--- config.mk ---
export PLATFORM = sky130hd
export DESIGN_NAME = alu_writeback
export DESIGN_NICKNAME = d
export VERILOG_FILES = /design/src/rtl/alu_writeback.sv
export SDC_FILE = /design/constraint.sdc
export NUM_CORES = 1
export LEC_CHECK = 0
export BUFFER_PORTS_ARGS = -buffer_cell sky130_fd_sc_hd__buf_4
export CAP_MARGIN = 20
export CORE_MARGIN = 2
export CORE_UTILIZATION = 25
export DETAILED_ROUTE_END_ITERATION = 8
export PLACE_DENSITY = 0.41
export SLEW_MARGIN = 20
export SYNTH_ARGS = -nofsm -noshare
export SYNTH_HDL_FRONTEND = slang
export SYNTH_SLANG_ARGS = --single-unit
--- constraint.sdc ---
create_clock -name clk -period 2.3 [get_ports clk]
set_input_delay 0 -clock clk [delete_from_list [all_inputs] [get_ports clk]]
set_output_delay 0 -clock clk [all_outputs]
set_load 0.02 [all_outputs]
--- src/rtl/alu_writeback.sv ---
// Result stage behind the 16-bit ALU: captures one result per handshake and writes
// it to the register file (two writes for 32-bit results), and holds {N,V,Z,C}.
module alu_writeback #(
    parameter int N          = 16,
    parameter int REG_ADDR_W = 3
) (
    input  logic                  clk,
    input  logic                  rst_n,
    input  logic                  in_valid,
    output logic                  in_ready,
    input  logic [N-1:0]          in_y,
    input  logic [N-1:0]          in_yhigh,
    input  logic                  in_co,
    input  logic                  in_zero,
    input  logic                  in_overflow,
    input  logic                  in_negative,
    input  logic [REG_ADDR_W-1:0] in_rd,
    input  logic                  in_wide,
    input  logic                  in_write_reg,
    input  logic                  in_set_flags,
    input  logic                  wb_hold,
    output logic                  rf_we,
    output logic [REG_ADDR_W-1:0] rf_waddr,
    output logic [N-1:0]          rf_wdata,
    output logic [3:0]            flags,
    output logic [3:0]            flags_fwd,
    output logic                  busy
);

    localparam logic [1:0] S_IDLE  = 2'd0;
    localparam logic [1:0] S_WR_LO = 2'd1;
    localparam logic [1:0] S_WR_HI = 2'd2;

    logic [1:0]            state_q, state_d;
    logic [N-1:0]          y_q, yhigh_q;
    logic [3:0]            res_flags_q;
    logic [REG_ADDR_W-1:0] rd_q;
    logic                  wide_q, write_reg_q, set_flags_q;
    logic [3:0]            flags_q, flags_d;
    logic                  accept;

    // A wide op cannot take a new result while its low half is still on the port.
    assign in_ready = rst_n && !wb_hold && !((state_q == S_WR_LO) && wide_q);
    assign accept   = in_valid && in_ready;

    always_comb begin
        state_d = state_q;
        flags_d = flags_q;
        if (!wb_hold) begin
            case (state_q)
                S_IDLE: begin
                    state_d = accept ? S_WR_LO : S_IDLE;
                end
                S_WR_LO: begin
                    if (set_flags_q) begin
                        flags_d = res_flags_q;
                    end
                    if (wide_q) begin
                        state_d = S_WR_HI;
                    end else begin
                        state_d = accept ? S_WR_LO : S_IDLE;
                    end
                end
                S_WR_HI: begin
                    state_d = accept ? S_WR_LO : S_IDLE;
                end
                default: begin
                    state_d = S_IDLE;
                end
            endcase
        end
    end

    always_ff @(posedge clk) begin
        if (!rst_n) begin
            state_q     <= S_IDLE;
            flags_q     <= 4'b0000;
            y_q         <= '0;
            yhigh_q     <= '0;
            res_flags_q <= 4'b0000;
            rd_q        <= '0;
            wide_q      <= 1'b0;
            write_reg_q <= 1'b0;
            set_flags_q <= 1'b0;
        end else begin
            state_q <= state_d;
            flags_q <= flags_d;
            if (accept) begin
                y_q         <= in_y;
                yhigh_q     <= in_yhigh;
                res_flags_q <= {in_negative, in_overflow, in_zero, in_co};
                rd_q        <= in_rd;
                wide_q      <= in_wide;
                write_reg_q <= in_write_reg;
                set_flags_q <= in_set_flags;
            end
        end
    end

    always_comb begin
        rf_we    = 1'b0;
        rf_waddr = '0;
        rf_wdata = '0;
        case (state_q)
            S_WR_LO: begin
                rf_we    = write_reg_q && !wb_hold;
                rf_waddr = rd_q;
                rf_wdata = y_q;
            end
            S_WR_HI: begin
                rf_we    = write_reg_q && !wb_hold;
                rf_waddr = rd_q + 1'b1;
                rf_wdata = yhigh_q;
            end
            default: begin
                rf_we    = 1'b0;
            end
        endcase
    end

    // Forwarding lets a dependent ADC see the carry before it is architectural.
    assign flags     = flags_q;
    assign flags_fwd = ((state_q == S_WR_LO) && set_flags_q) ? res_flags_q : flags_q;
    assign busy      = (state_q != S_IDLE);

endmodule

==> flow_metrics.tcl, run 1 <==
set metrics [dict create \
    grt_overflow 0 \
    p_leak_nw 1.43 \
    synth_cell_types 26 \
    synth_top_area_cell "dfxtp_1" \
    tightest_slew_ps 499 \
    synth_top_cell_area_share_pct 38.6 \
    netlist_instances 279 \
    intPower_mw 1.23 \
    hpwlAfterDp_um 4640 \
    sw_frac_of_total_pct 26.2 \
    ys_seq_area_share_pct 38.6 \
    die_w_um 104 \
    nNetsFinal 430 \
    clock_power_share_pct 29.1 \
    synth-edff-count 0 \
    p_seq_share_pct 53.5 \
    yosysWarningCount 0 \
    htreeDepth 2 \
    clk_pin_slew_ps 80 \
    ys_ff_latch 48 \
    routed_wirelength_um 7440 \
    yosysMostFrequentCell "dfxtp_1" \
    drt-vias-per-instance 4.60 \
    async_flop_share_pct 0 \
    synth_top_flop_cell "dfxtp_1" \
    wl_per_cell_um 14.5 \
    relSlewSlack_pct 66.8 \
    synthToLayoutAreaGrowth_pct 43.9 \
    syn_nets 330 \
    initial_utilization_pct 25.6 \
    io_buffers 75 \
    cts_root_buffer "clkbuf_8" \
    insertion_delay_ps 300 \
    finalCritPeriodShare_pct 84.3 \
    setup_tns_ps 0 \
    grt_pass1_wl_um 12400 \
    fin_crit_ps 1940 \
    via_count 2355 \
    drive_gt1_share_pct 35.1 \
    cts_setup_buffers 0 \
    end_kind "output port" \
    grt_pass1_vias 2481 \
    cts_tree "done" \
    ant_nets 0 \
    max_freq_mhz 516 \
    core_mm2 0.00973 \
    cp.arrival_ps 1940 \
    fin_total_pwr_mw 1.67 \
    crit_type "reg2out" \
    hold_violations 0 \
    hp-class "in2reg" \
    fill_cells 1052 \
    setup_violations 0 \
    die_area_mm2 0.0108 \
    row_count 36 \
    power_density_mw_per_mm2 466 \
    drv_slew 0 \
    clock_path_buffers 2 \
    startpoint_type "register" \
    synth_commonest_cells "48 x dfxtp_1, 44 x nand2_1, 42 x nand4_1, 40 x o21ai_2, 24 x nor2b_1" \
    critical_path.max_fanout 11 \
    n_antenna_cell 0 \
    p_comb_share_pct 17.5 \
    syn_area_mm2 0.00249 \
    first_iter_violations 76 \
    cp.required_ps 2300 \
    dr.pass1.iters 6 \
    dieHeight_um 104 \
    power_switching_uw 439 \
    drc 0 \
    grt_max_degree 49 \
    synth_area_leaders "dfxtp_1 39%, o21ai_2 14%, nand4_1 11%, nand2_1 6.6%, nor2b_1 6.0%" \
    track_usage_pct 14.3 \
    numCtsBuffers 5 \
    status "finished, final reports clean" \
    gp_congestion 0.706 \
    clock_sinks 48 \
    syn_area_per_cell_um2 8.93 \
    rsz0062_at_grt "false" \
    num_io_pins 76 \
    skew_ps 6.72 \
    cap_violations 0 \
    antenna_found_initial 0 \
    ir_drop_mv 0.215 \
]
==> area by class of cell <==
type                    count  area, um^2  area share, %
flip-flops and latches     48         961           26.8
inverters                   3        11.3          0.314
clock inverters             1        5.00          0.140
well taps                 133         166           4.64
repair buffers            124        1040           29.1
clock buffers               6        72.6           2.02
multi-input cells         197        1330           37.0
==> power by group through the flow <==
stage	Sequential, mW	Combinational [mW]	Clock, mW
after detailed placement	0.913	0.242	0
after CTS	0.894	0.297	0.511
after floorplan	0.908	0.147	0
final	0.894	0.293	0.486
after global placement	0.913	0.240	0
after global routing	0.900	0.324	0.542
==> through the flow <==
| step | setup WS [ps] | hold WS [ps] | std cells | area (um^2) | util (%) |
|---|---|---|---|---|---|
| after global placement | 641 | 255 | 465 | 3110 | 32.0 |
| after global routing | 156 | 20.2 | 512 | 3590 | 36.9 |
| final | 360 | 20.2 | 512 | 3590 | 36.9 |
| after detailed placement | 633 | 251 | 465 | 3110 | 32.0 |
| after floorplan | 838 | 143 | 279 | 2490 | - |
| after CTS | 297 | 14.5 | 512 | 3590 | 36.9 |
==> cells by family after synthesis <==
| logic type | after synthesis | synth area share, % |
|---|---|---|
| buffers and inverters | 34 | 8.48 |
| AO/OA/AOI/OAI | 64 | 20.9 |
| adder cells (fa/ha/maj) | 5 | 2.51 |
| flip-flops | 48 | 38.6 |
| multiplexers | 9 | 3.82 |
| AND/OR/NAND/NOR | 119 | 25.8 |
==> sequential cells by signal (all words and copies together) (netlist names) <==
signal and count:
write_reg_q 1, y_q 16, yhigh_q 16, rd_q 3, set_flags_q 1, flags 4
state_q 2, wide_q 1, res_flags_q 4
==> cells in the final DEF (no fill, tap or decap), types with 2 or more instances in the layout <==
cell / count
buf_4: 83
dfxtp_1: 48
nand2_1: 44
nand4_1: 42
o21ai_2: 40
dlygate4sd3_1: 40
nor2b_1: 23
a22oi_1: 17
mux2i_1: 5
ha_1: 5
clkbuf_8: 5
mux2_1: 4
inv_1: 3
o21ai_0: 2
nand3b_1: 2
and2_1: 2
o21ai_1: 2
==> metal layers <==
metal  GRT usage, %  share of wire [%]
met2           24.3                 49
met1           18.8                 46
met4           2.70               0.62
met3           3.08                4.2
met5              0                  0
==> worst paths after layout <==
path | startpoint | end | slack, ps | cells after the start
hold reg to reg | yhigh_q[1] | yhigh_q[1] | 460 | 2
hold / removal | wb_hold | state_q[0] | 20 | 2
setup / recovery | state_q[0] | rf_waddr[2] | 360 | 6
setup reg to reg | state_q[1] | y_q[5] | 660 | 6
==> critical path, stage by stage, from the launching register on <==
cell and delay [ps]:
dfxtp_1 350, inv_1 90, ha_1 470, buf_4 290
nand3b_1 90, a21boi_1 190, buf_4 170
==> what timing repair did <==
action	in CTS	in global routing
hold endpoints to repair	40	0
resized for setup	0	0
hold buffers	40	0
Power figures use the tool's default switching activity.
==> run 2: changes to the inputs <==
- ABC_AREA: unset -> 1
- clock period: 2.3 -> 1.8 ns (I/O delays scaled with it)
==> run 2 against run 1 <==
Cell area grew 0.24%. Combinational power grew 28%. Sequential share of layout area is essentially flat. Flip-flop and latch count is the same. Clock skew grew 1.5 ps. Synthesized cell count grew 38%. Core utilization grew 2.2 points. Final cell count grew 19%. Critical path type unchanged. Highest routed layer unchanged.
==> flow_metrics.tcl, run 2 <==
set metrics [dict create \
    clk_pin_slew_ps 90 \
    synth_top_area_cell "dfxtp_1" \
    critPathBufInv 4 \
    ff2ff_path_depth 8 \
    antenna_found_initial 0 \
    grt_overflow 0 \
    hpwlAfterDp_um 4440 \
    n_antenna_cell 0 \
    worstHoldPathCells 3 \
    drive_gt1_share_pct 19.8 \
    crit_type "reg2out" \
    status "finished, final reports clean" \
    ant_nets 0 \
    die_area_mm2 0.0103 \
    via_count 2472 \
    row_count 35 \
    grt_max_degree 47 \
    cts_root_buffer "clkbuf_8" \
    startpoint_type "register" \
    cp_slowest_cell "dfxtp_2" \
    cp.arrival_ps 1690 \
    max_freq_mhz 590 \
    num_io_pins 76 \
    synth_commonest_cells "129 x nand2_1, 92 x nor2_1, 52 x inv_1, 48 x dfxtp_1, 23 x a21oi_1" \
    worst_slack_ps 106 \
    dieHeight_um 101 \
    critical_path.max_fanout 9 \
    reg_top3 "y_q x16, yhigh_q x16" \
    ys_seq_area_share_pct 40.6 \
    synth-edff-count 0 \
    relSlewSlack_pct 73.7 \
    final_cells 610 \
    io_buffers 75 \
    first_iter_violations 38 \
    cts_tree "done" \
    syn_nets 437 \
    fin_total_pwr_mw 2.31 \
    setup_violations 0 \
    hp-class "in2reg" \
    synth_top_cell_area_share_pct 40.6 \
    tightest_slew_ps 395 \
    end_kind "output port" \
    drc 0 \
    endpoint "rf_wdata[12]" \
    skew_ps 8.23 \
    synth_area_leaders "dfxtp_1 41%, nand2_1 20%, nor2_1 15%, inv_1 8.2%, a21oi_1 4.9%" \
    final_cell_mix "128 x nand2_1, 92 x nor2_1, 80 x buf_4, 52 x inv_1, 46 x dfxtp_1" \
    slowest_delay_ps 360 \
    power_density_mw_per_mm2 641 \
    grt_pass1_wl_um 10800 \
    syn_area_per_cell_um2 6.13 \
    rsz0062_at_grt "true" \
    path_cells "inv_1 -> ha_1 -> clkinv_1 -> buf_4 -> a21oi_1 -> buf_4" \
    layout_commonest_cell "nand2_1" \
    clock_sinks 48 \
    ir_drop_mv 0.302 \
    syn_area_mm2 0.00237 \
    startpoint "state_q[0]" \
    drv_slew 0 \
    synth_top_flop_cell "dfxtp_1" \
    core_mm2 0.00920 \
    fin_crit_ps 1690 \
    cp_top_family "buffers and inverters" \
    dpl.cell_count 560 \
    yosysMostFrequentCell "nand2_1" \
    routed_wirelength_um 6610 \
    hold_violations 0 \
    wl_per_cell_um 10.8 \
    netlist_instances 386 \
    drt-vias-per-instance 4.05 \
    r2r_setup_slack_ps 260 \
    numCtsBuffers 5 \
    nNetsFinal 549 \
    grt_pass1_vias 2288 \
    pre_cts_ws_ps 265 \
    r2r-start "state_q[1]" \
    ys_ff_latch 48 \
    r2r_end "state_q[0]" \
    synth_cell_types 18 \
    cap_violations 0 \
    gp_congestion 0.739 \
    htreeDepth 2 \
    insertion_delay_ps 300 \
    p_leak_nw 1.80 \
    utilization_pct 39.1 \
    dr.pass1.iters 4 \
    clock_path_buffers 2 \
    die_w_um 101 \
    finalCritPeriodShare_pct 94.1 \
    synthToLayoutAreaGrowth_pct 51.9 \
    async_flop_share_pct 0 \
    cp_common_cell "buf_4" \
    cp.required_ps 1800 \
    track_usage_pct 13.4 \
    initial_utilization_pct 25.7 \
    crit_cells 6 \
    yosysWarningCount 0 \
]
==> run 2: kinds of logic (layout without fill, tap and decap cells) <==
| group | after synthesis | in the layout | share of synthesized area, % |
|---|---|---|---|
| AO/OA/AOI/OAI | 34 | 34 | 7.29 |
| adder cells (fa/ha/maj) | 5 | 5 | 2.64 |
| buffers and inverters | 74 | 187 | 13.2 |
| flip-flops | 48 | 48 | 40.6 |
| AND/OR/NAND/NOR | 225 | 225 | 36.3 |
==> run 2: final cells by class <==
| class | instances | area [um^2] |
|---|---|---|
| clock buffers | 5 | 68.8 |
| fillers | 1038 | 5600 |
| flip-flops and latches | 48 | 963 |
| clock inverters | 3 | 42.5 |
| inverters | 54 | 203 |
| multi-input cells | 264 | 1120 |
| well taps | 111 | 139 |
| repair buffers | 125 | 1060 |
==> run 2: timing repair <==
| action | CTS | global route |
|---|---|---|
| setup buffers | 0 | 0 |
| hold buffers | 42 | 0 |
| cloned | 0 | 0 |
| endpoints found under the setup margin | 4 | 24 |
| hold endpoints to repair | 42 | 0 |
| resized for setup | 1 | 7 |
==> run 2: routing by layer <==
metal  track usage, %  vias to the layer above  wire length, um
met5                0                        -                0
met4             3.43                        0               61
met3             2.35                        7              222
met2             22.9                       46             3060
met1             17.4                     1064             3270
li1                 -                     1355                -
==> run 2: per-stage QoR <==
stage / TNS (ps) / hold slack (ps) / cell area [um^2]
2_1_floorplan: 0 / 88.7 / 2370
4_1_cts: 0 / 36.5 / 3570
3_3_place_gp: 0 / 224 / 3040
5_1_grt: -21.0 / 28.3 / 3600
6_report: 0 / 46.5 / 3600
3_5_place_dp: 0 / 225 / 3040
==> run 2: report_power, final <==
group          switching, mW  internal, mW  leakage (nW)  total, mW
clock                  0.380         0.412        0.0541      0.792
sequential            0.0260          1.11         0.393       1.14
combinational          0.178         0.198          1.35      0.376
total                  0.584          1.72          1.80       2.31
==> run 2: how the worst min path moves through the flow <==
stage | startpoint | endpoint | slack [ps]
2_1_floorplan | wb_hold | rf_we | 90
3_3_place_gp | in_yhigh[8] | yhigh_q[8] | 220
3_5_place_dp | in_overflow | res_flags_q[2] | 220
4_1_cts | wb_hold | state_q[1] | 40
5_1_grt | wb_hold | state_q[1] | 30
6_report | wb_hold | state_q[1] | 50
==> run 2: tightest hold or removal path, delay by kind of cell <==
kind / cells / cell delay (ps)
AO/OA/AOI/OAI: 1 / 70
buffers and inverters: 2 / 240
==> run 3: changes to the inputs <==
- CORE_MARGIN: 2 -> unset
- SETUP_SLACK_MARGIN: unset -> 0.5
==> run 3 against run 2 <==
Count of clock-buffer cells in the layout is 1 higher. Clock power is 21% lower. Final cell count is 3.8% higher. Highest routed layer unchanged.
==> flow_metrics.tcl, run 3 (synthesis results as in run 2) <==
set metrics [dict create \
    antenna_found_initial 0 \
    cp.required_ps 2020 \
    max_freq_mhz 643 \
    cap_violations 0 \
    place_area_mm2 0.00309 \
    wl_per_cell_um 13.0 \
    ir_drop_mv 0.268 \
    grt_overflow 0 \
    io_buffers 75 \
    critical_path.max_fanout 8 \
    p_seq_share_pct 49.6 \
    hp-class "in2reg" \
    die_w_um 99.3 \
    worstHoldPathCells 3 \
    r2r_setup_slack_ps 250 \
    initial_utilization_pct 25.7 \
    htreeDepth 2 \
    dr.pass1.iters 4 \
    r2r-start "state_q[1]" \
    grt_max_degree 27 \
    synthToLayoutAreaGrowth_pct 88.7 \
    ant_nets 0 \
    n_antenna_cell 0 \
    power_density_mw_per_mm2 518 \
    min_from "wb_hold" \
    first_iter_violations 58 \
    core_mm2 0.00920 \
    startpoint_type "register" \
    p_leak_nw 2.04 \
    numCtsBuffers 5 \
    grt_pass1_wl_um 12500 \
    tightest_slew_ps 348 \
    drt-vias-per-instance 4.17 \
    startpoint "state_q[1]" \
    finalCritPeriodShare_pct 86.3 \
    routed_wirelength_um 8240 \
    sw_frac_of_total_pct 27.8 \
    r2r_end "y_q[14]" \
    die_area_mm2 0.00986 \
    crit_type "reg2reg" \
    num_io_pins 76 \
    final_cell_mix "99 x nand2_1, 74 x buf_4, 66 x nor2_1, 50 x inv_1, 46 x dfxtp_1" \
    layout_commonest_cell "nand2_1" \
    cts_tree "done" \
    final_cells 633 \
    ff2ff_path_depth 10 \
    hold_violations 0 \
    clock_path_buffers 2 \
    skew_ps 9.44 \
    grt_pass1_vias 2473 \
    clock_sinks 48 \
    via_count 2639 \
    nNetsFinal 573 \
    drc 0 \
    setup_violations 0 \
    status "finished, final reports clean" \
    clk_pin_slew_ps 90 \
    row_count 35 \
    hpwlAfterDp_um 4820 \
    setup_tns_ps 0 \
    rsz0062_at_grt "true" \
    reg_top3 "y_q x16, yhigh_q x16" \
    insertion_delay_ps 300 \
    clock_power_share_pct 26.9 \
    cts_root_buffer "clkbuf_8" \
    intPower_mw 1.67 \
    fin_crit_ps 1550 \
    fin_area_mm2 0.00447 \
    cp.arrival_ps 1780 \
    end_kind "register" \
    dpl.cell_count 558 \
    relSlewSlack_pct 76.8 \
    drive_gt1_share_pct 38.1 \
    gp_congestion 0.769 \
    p_comb_share_pct 23.5 \
    dieHeight_um 99.3 \
    power_switching_uw 643 \
    min_to "state_q[1]" \
    track_usage_pct 16.1 \
    drv_slew 0 \
]
==> run 3: cell types whose count changed in the layout (fill, tap and decap cells not counted), moves of 8 or more <==
cell / previous run / this run
nand2_1: 128 / 99
nor2_1: 92 / 66
nor2_2: 0 / 23
buf_6: 2 / 17
a21oi_1: 22 / 8
nand2_2: 1 / 15
nand2_4: 0 / 14
a21oi_2: 1 / 9
==> run 3: worst max path at each step <==
stage                   endpoint  cells past startpoint
finish                   y_q[14]                     10
floorplan           flags_fwd[0]                      5
CTS                 rf_wdata[10]                      6
detailed placement   rf_wdata[4]                      6
global route          state_q[0]                     10
global placement     rf_wdata[4]                      6
==> run 3: timing repair <==
item | CTS | global route
endpoints found under the hold margin | 42 | 0
setup endpoints to repair | 72 | 72
hold buffers | 42 | 0
pin swaps | 4 | 17
resized for setup | 67 | 74
setup buffers | 12 | 6
cloned | 3 | 5
==> run 3: cell type report <==
| class | instances | area, um^2 |
|---|---|---|
| timing repair buffer | 149 | 1530 |
| inverter | 54 | 220 |
| clock inverter | 1 | 5.00 |
| clock buffer | 6 | 72.6 |
| fill | 963 | 4730 |
| multi-input combinational | 264 | 1530 |
| sequential | 48 | 968 |
| tap | 111 | 139 |
==> run 3: critical path, cell delays in order (launching register included) <==
cell,delay (ps)
dfxtp_4,380
inv_4,50
ha_4,170
buf_6,130
nand2_4,60
nand4_4,130
buf_6,180
buf_12,150
nand2_1,60
nand2_1,40
nor2_1,120
==> run 3: per-stage QoR <==
step	worst slack (ps)	hold slack [ps]	utilization, %	power, mW
after floorplan	393	51.3	-	1.34
after global placement	342	223	33.6	1.47
after detailed placement	282	227	33.6	1.47
after CTS	239	36.0	43.9	2.26
after global routing	182	82.3	48.6	2.43
final	246	66.8	48.6	2.31
==> run 3: layer usage <==
metal  part of all wire (%)  global-route usage (%)
met4                   0.75                    3.73
met3                    2.1                    1.76
met5                      0                       0
met1                     50                    22.6
met2                     47                    26.5
==> run 3: power by group through the flow <==
stage | registers [mW] | logic, mW | clock network [mW]
floorplan | 1.16 | 0.183 | 0
CTS | 1.15 | 0.463 | 0.648
global route | 1.15 | 0.593 | 0.685
finish | 1.15 | 0.544 | 0.622
global placement | 1.17 | 0.299 | 0
detailed placement | 1.17 | 0.301 | 0
